**src/rtl/s2p_rx.sv**
```systemverilog
`default_nettype none
// ============================================================================
// Module   : s2p_rx
// Function : serial-to-parallel receiver for the LED/GPIO four-wire link.
// Revision : 1.0
// ============================================================================
module s2p_rx #(
  parameter int DATA_BITS       = 16,
  parameter int DATA_COUNT_BITS = 5,
  parameter bit DIR             = 1'b0,
  parameter bit INVERT          = 1'b0
) (
  input  logic                 clk,
  input  logic                 rst,
  input  logic                 sclk,
  input  logic                 sdin,
  input  logic                 sclrn,
  input  logic                 sen,
  output logic [DATA_BITS-1:0] pdata,
  output logic                 valid,
  output logic                 frame_err,
  output logic                 overflow,
  output logic                 busy
);

  localparam logic [DATA_COUNT_BITS-1:0] c_full_cnt = DATA_COUNT_BITS'(DATA_BITS);
  localparam logic [DATA_COUNT_BITS-1:0] c_one_cnt  = DATA_COUNT_BITS'(1);

  // Line order in the synchroniser vectors: {sen, sclrn, sdin, sclk}
  logic [3:0]                 r_meta;
  logic [3:0]                 r_sync;
  logic [1:0]                 r_prev;
  logic [1:0]                 r_settle;
  logic [DATA_BITS-1:0]       r_sr;
  logic [DATA_COUNT_BITS-1:0] r_cnt;
  logic [DATA_BITS-1:0]       r_pdata;
  logic                       r_valid;
  logic                       r_frame_err;
  logic                       r_overflow;

  logic                       w_settled;
  logic                       w_sclk_ev;
  logic                       w_sen_ev;
  logic                       w_clear;
  logic [DATA_BITS-1:0]       w_sr_shifted;

  // Previous-value flops hold 1 until the pipeline has refilled after reset,
  // so a line already high at release never produces a spurious edge.
  always_ff @(posedge clk or posedge rst) begin
    if (rst) begin
      r_meta   <= '0;
      r_sync   <= '0;
      r_prev   <= 2'b11;
      r_settle <= 2'd0;
    end else begin
      r_meta <= {sen, sclrn, sdin, sclk};
      r_sync <= r_meta;
      if (r_settle != 2'd2) begin
        r_settle <= r_settle + 2'd1;
        r_prev   <= 2'b11;
      end else begin
        r_prev <= {r_sync[3], r_sync[0]};
      end
    end
  end

  assign w_settled = (r_settle == 2'd2);
  assign w_sclk_ev = w_settled & r_sync[0] & ~r_prev[0];
  assign w_sen_ev  = w_settled & r_sync[3] & ~r_prev[1];
  assign w_clear   = ~r_sync[2];

  generate
    if (DIR == 1'b0) begin : g_msb_first
      assign w_sr_shifted = {r_sr[DATA_BITS-2:0], r_sync[1]};
    end else begin : g_lsb_first
      assign w_sr_shifted = {r_sync[1], r_sr[DATA_BITS-1:1]};
    end
  endgenerate

  // Latch samples the pre-update sr/cnt, so simultaneous shift or clear
  // below only affects the next frame.
  always_ff @(posedge clk or posedge rst) begin
    if (rst) begin
      r_sr        <= '0;
      r_cnt       <= '0;
      r_pdata     <= '0;
      r_valid     <= 1'b0;
      r_frame_err <= 1'b0;
      r_overflow  <= 1'b0;
    end else begin
      r_valid <= w_sen_ev;
      if (w_sen_ev) begin
        r_pdata     <= INVERT ? ~r_sr : r_sr;
        r_frame_err <= (r_cnt != c_full_cnt);
      end

      if (w_clear) begin
        r_sr       <= '0;
        r_cnt      <= '0;
        r_overflow <= 1'b0;
      end else if (w_sclk_ev) begin
        r_sr <= w_sr_shifted;
        if (w_sen_ev) begin
          r_cnt      <= c_one_cnt;
          r_overflow <= 1'b0;
        end else if (r_cnt == c_full_cnt) begin
          r_overflow <= 1'b1;
        end else begin
          r_cnt <= r_cnt + c_one_cnt;
        end
      end else if (w_sen_ev) begin
        r_cnt      <= '0;
        r_overflow <= 1'b0;
      end
    end
  end

  assign pdata     = r_pdata;
  assign valid     = r_valid;
  assign frame_err = r_frame_err;
  assign overflow  = r_overflow;
  assign busy      = (r_cnt != '0);

endmodule
`default_nettype wire
```
**config.mk**
```make
export PLATFORM = sky130hd
export DESIGN_NAME = s2p_rx
export DESIGN_NICKNAME = d
export VERILOG_FILES = /design/src/rtl/s2p_rx.sv
export SDC_FILE = /design/constraint.sdc
export NUM_CORES = 1
export LEC_CHECK = 0
export BUFFER_PORTS_ARGS = -buffer_cell sky130_fd_sc_hd__clkbuf_2
export CORE_ASPECT_RATIO = 0.5
export CORE_MARGIN = 2
export CORE_UTILIZATION = 30
export CTS_CLUSTER_SIZE = 12
export DETAILED_ROUTE_END_ITERATION = 16
export PLACE_DENSITY = 0.58
export SLEW_MARGIN = 25
export SYNTH_ARGS = -nofsm -noshare
export SYNTH_HDL_FRONTEND = slang
export SYNTH_SLANG_ARGS = --single-unit
```
**constraint.sdc**
```tcl
create_clock -name clk -period 1.7 [get_ports clk]
set_clock_uncertainty 0.2 [all_clocks]
set_input_delay 0.085 -clock clk [delete_from_list [all_inputs] [get_ports clk]]
set_output_delay 0.085 -clock clk [all_outputs]
set_load 0.005 [all_outputs]
```
==> results.py <==
metrics = {
    "route": {
        "ant_nets": 0,
        "drc": 0,
        "initialDrtViolationCount": 31,
        "vias_per_cell": 4.397,
        "drt_first_pass_iters": 4,
        "routed_wirelength_um": 3723,
        "dr_total_vias": 1328,
        "route.detailed.wl_per_inst_um": 12.33,
    },
    "die": {
        "coreArea_mm2": 0.006674,
        "die_h_um": 62.73,
        "core.rowCount": 21,
        "die_w_um": 121.5,
        "start_util_pct": 31.01,
        "die_area_mm2": 0.007619,
        "io_pins": 26,
    },
    "timing": {
        "timing.final.crit_share_pct": 103.1,
        "relSlewSlack_pct": 71.22,
        "rsz0062_at_grt": "true",
        "tightest_slew_ns": 0.4310,
        "fmax_mhz": 570.4,
        "hold_slack_ns": 0.1256,
        "hold_viol_final": 0,
        "maxSlewViolCount": 0,
        "setup_ws_ns": -0.05320,
        "finalSetupViolCount": 1,
        "min_period_ns": 1.753,
    },
    "setup_path": {
        "cpPeakStageDelay_ns": 0.44,
        "crit_path_start_kind": "flop",
        "cp.required_ns": 1.41,
        "worstSetupPathType": "flop to primary output",
        "path_buf_inv": 2,
        "critPathTopFamily": "simple AND/OR/NAND/NOR gates",
        "end_kind": "primary output",
        "cp.arrival_ns": 1.47,
        "crit_chain": "inv_2, ha_4, or4b_4, clkbuf_2",
        "slowest_stage": "or4b_4",
        "crit_fanout": 3,
    },
    "synth": {
        "synth_compound_area_share_pct": 7.920,
        "synth_top_cells_by_area": "dfrtp_1 (60%), mux2_2 (8.7%), nand2_1 (6.5%)",
        "synth_top_family_by_area": "simple AND/OR/NAND/NOR gates",
        "yosysTopAreaCellShare_pct": 60.46,
        "seq_area_frac_synth_pct": 63.00,
        "yosys.area_share.simple_pct": 12.88,
        "ys_types": 27,
        "synth_top_cell_by_area": "dfrtp_1",
        "synthMuxAreaShare_pct": 10.64,
        "yosysWarningCount": 0,
        "synth-edff-count": 0,
        "syn_nets": 176,
        "synth.most_common_cell": "dfrtp_1",
        "synth_area_mm2": 0.002069,
        "ys_seq_elements": 52,
        "synthXorXnorAreaFrac_pct": 0.4232,
        "yosys_most_used_dff": "dfrtp_1",
        "synth_common_cells": "dfrtp_1 (50), nand2_1 (36), a21boi_0 (16), mux2_2 (16), inv_1 (7)",
        "async_reset_ff_share_pct": 100.0,
        "synthAdderAreaFrac_pct": 1.814,
        "syn-instance-count": 167,
        "syn_area_per_cell_um2": 12.39,
    },
    "pwr": {
        "power.density_mw_per_mm2": 965.1,
        "total_power_mw": 2.559,
        "p_leak_nw": 1.277,
        "peakVddDrop_uv": 398.9,
    },
    "final_layout": {
        "syn_to_final_growth_pct": 28.11,
        "fin_nets": 218,
        "stdcell_count": 302,
        "drive_gt1_share_pct": 35.71,
        "n_antenna_cell": 0,
        "post-route-util_pct": 39.73,
    },
    "global_routing": {
        "grt_max_degree": 35,
        "grt_first_pass_wirelength_um": 6451,
        "antenna_found_initial": 0,
        "grt_overflow": 0,
        "grt.total_usage_pct": 10.67,
        "grt_pass1_vias": 1403,
    },
    "hold_path": {
        "hold_class": "input pin to asynchronous set/reset pin",
    },
    "placed_design": {
        "detailed_place_hpwl_um": 2340,
        "dp.cells": 286,
        "portBuffers": 25,
        "routabilityCongestion": 0.7041,
    },
    "cts": {
        "insertion_delay_ns": 0.29,
        "tritoncts": "yes",
        "path_clk_slew_ns": 0.07,
        "numClockSinks": 52,
        "clockRootBuffer": "clkbuf_16",
        "htreeDepth": 2,
        "numCtsBuffers": 5,
        "max-clock-path-buffers": 2,
    },
    "job": {
        "max_cap_viol_count": 0,
    },
    "status": {
        "outcome": "finished, violations left",
        "violations": "setup timing",
    },
}
==> cells in the final DEF (no fill, tap or decap), types with 2 or more instances in the layout <==
cell           Yosys  routed
clkbuf_2           0      25
mux2i_1            4       4
mux2_2            16      16
nand3b_1           3       3
inv_1              7       4
buf_4              0      10
o21ai_0            3       3
dlygate4sd3_1      0       5
buf_12             0       2
a21oi_1            3       2
nand3_1            2       2
nand2_1           36      36
nand4_1            2       2
clkbuf_16          0       5
dfstp_2            2       2
nand2b_1           2       2
dfrtp_1           50      50
inv_2              0       3
ha_4               0       2
a21boi_0          16      15
==> worst paths after layout <==
kind                                            from                     to  slack (ns)  depth (start not counted)
worst max-delay path            r_cnt[1]$_DFFE_PP0P_                   busy       -0.05                          4
worst min-delay path                             rst   r_cnt[2]$_DFFE_PP0P_        0.13                          3
worst max register to register  r_cnt[0]$_DFFE_PP0P_   r_cnt[2]$_DFFE_PP0P_        0.03                          5
worst min register to register   r_meta[1]$_DFF_PP0_    r_sync[1]$_DFF_PP0_        0.14                          0
max in group asynchronous                        rst  pdata[12]$_DFFE_PP0P_        0.66                          4
min in group clk                 r_meta[1]$_DFF_PP0_    r_sync[1]$_DFF_PP0_        0.14                          0
==> sequential cells by signal, indices dropped and copies added (netlist names) <==
| signal | flops |
|---|---|
| r_sr | 16 |
| r_sync | 4 |
| frame_err | 1 |
| r_cnt | 5 |
| r_prev | 2 |
| valid | 1 |
| pdata | 16 |
| r_meta | 4 |
| r_settle | 2 |
| overflow | 1 |
==> report_power, final <==
| group | switching [mW] | internal (mW) | total (mW) |
|---|---|---|---|
| clock | 0.438 | 0.701 | 1.14 |
| combinational | 0.0779 | 0.0687 | 0.147 |
| sequential | 0.0130 | 1.26 | 1.27 |
| total | 0.529 | 2.03 | 2.56 |
==> final cells by class <==
cell class	count	area, um2
Multi-Input combinational cell	100	737.0
Timing Repair Buffer	43	301.5
Clock inverter	2	38.79
Fill cell	622	4023
Inverter	7	26.28
Clock buffer	6	128.9
Sequential cell	52	1304
Tap cell	92	115.1
==> timing repair <==
| item | 4_1_cts | 5_1_grt |
|---|---|---|
| gates resized for setup | 2 | 11 |
| gates cloned | 0 | 0 |
| setup buffers | 0 | 3 |
| endpoints found under the hold margin | 56 | 0 |
| pin swaps | 1 | 1 |
| endpoints found under the setup margin | 9 | 36 |
| hold buffers | 5 | 0 |
==> logic make-up after synthesis <==
| family | Yosys count |
|---|---|
| mux | 20 |
| simple gates | 52 |
| buf+inv | 15 |
| xor+xnor | 1 |
| compound gates | 24 |
| fa+ha+maj | 3 |
| flops | 52 |
==> layer usage <==
metal	wire, um	GRT usage [%]	vias up	share of wire (%)
met5	0	0	-	0
met4	72	3.879	0	1.9
met3	146	3.376	9	3.9
met2	1773	17.49	25	48
met1	1731	13.31	654	46
li1	-	-	640	-
==> worst register-to-register path: stages, from the launching register on <==
cell     delay [ns]
dfrtp_1        0.41
buf_4          0.14
ha_2           0.17
inv_1          0.06
or4_4          0.51
a21oi_2        0.13
==> per-stage QoR <==
step	cell area (um2)	TNS [ns]	worst slack, ns
after CTS	2590	-0.1138	-0.1063
final	2651	-0.05320	-0.05320
after detailed placement	2367	-0.07854	-0.02760
after global placement	2367	0	0.02483
after floorplan	2076	0	0.01929
after global routing	2651	-0.1258	-0.1142
No activity file was read; power rests on OpenSTA's default activity.
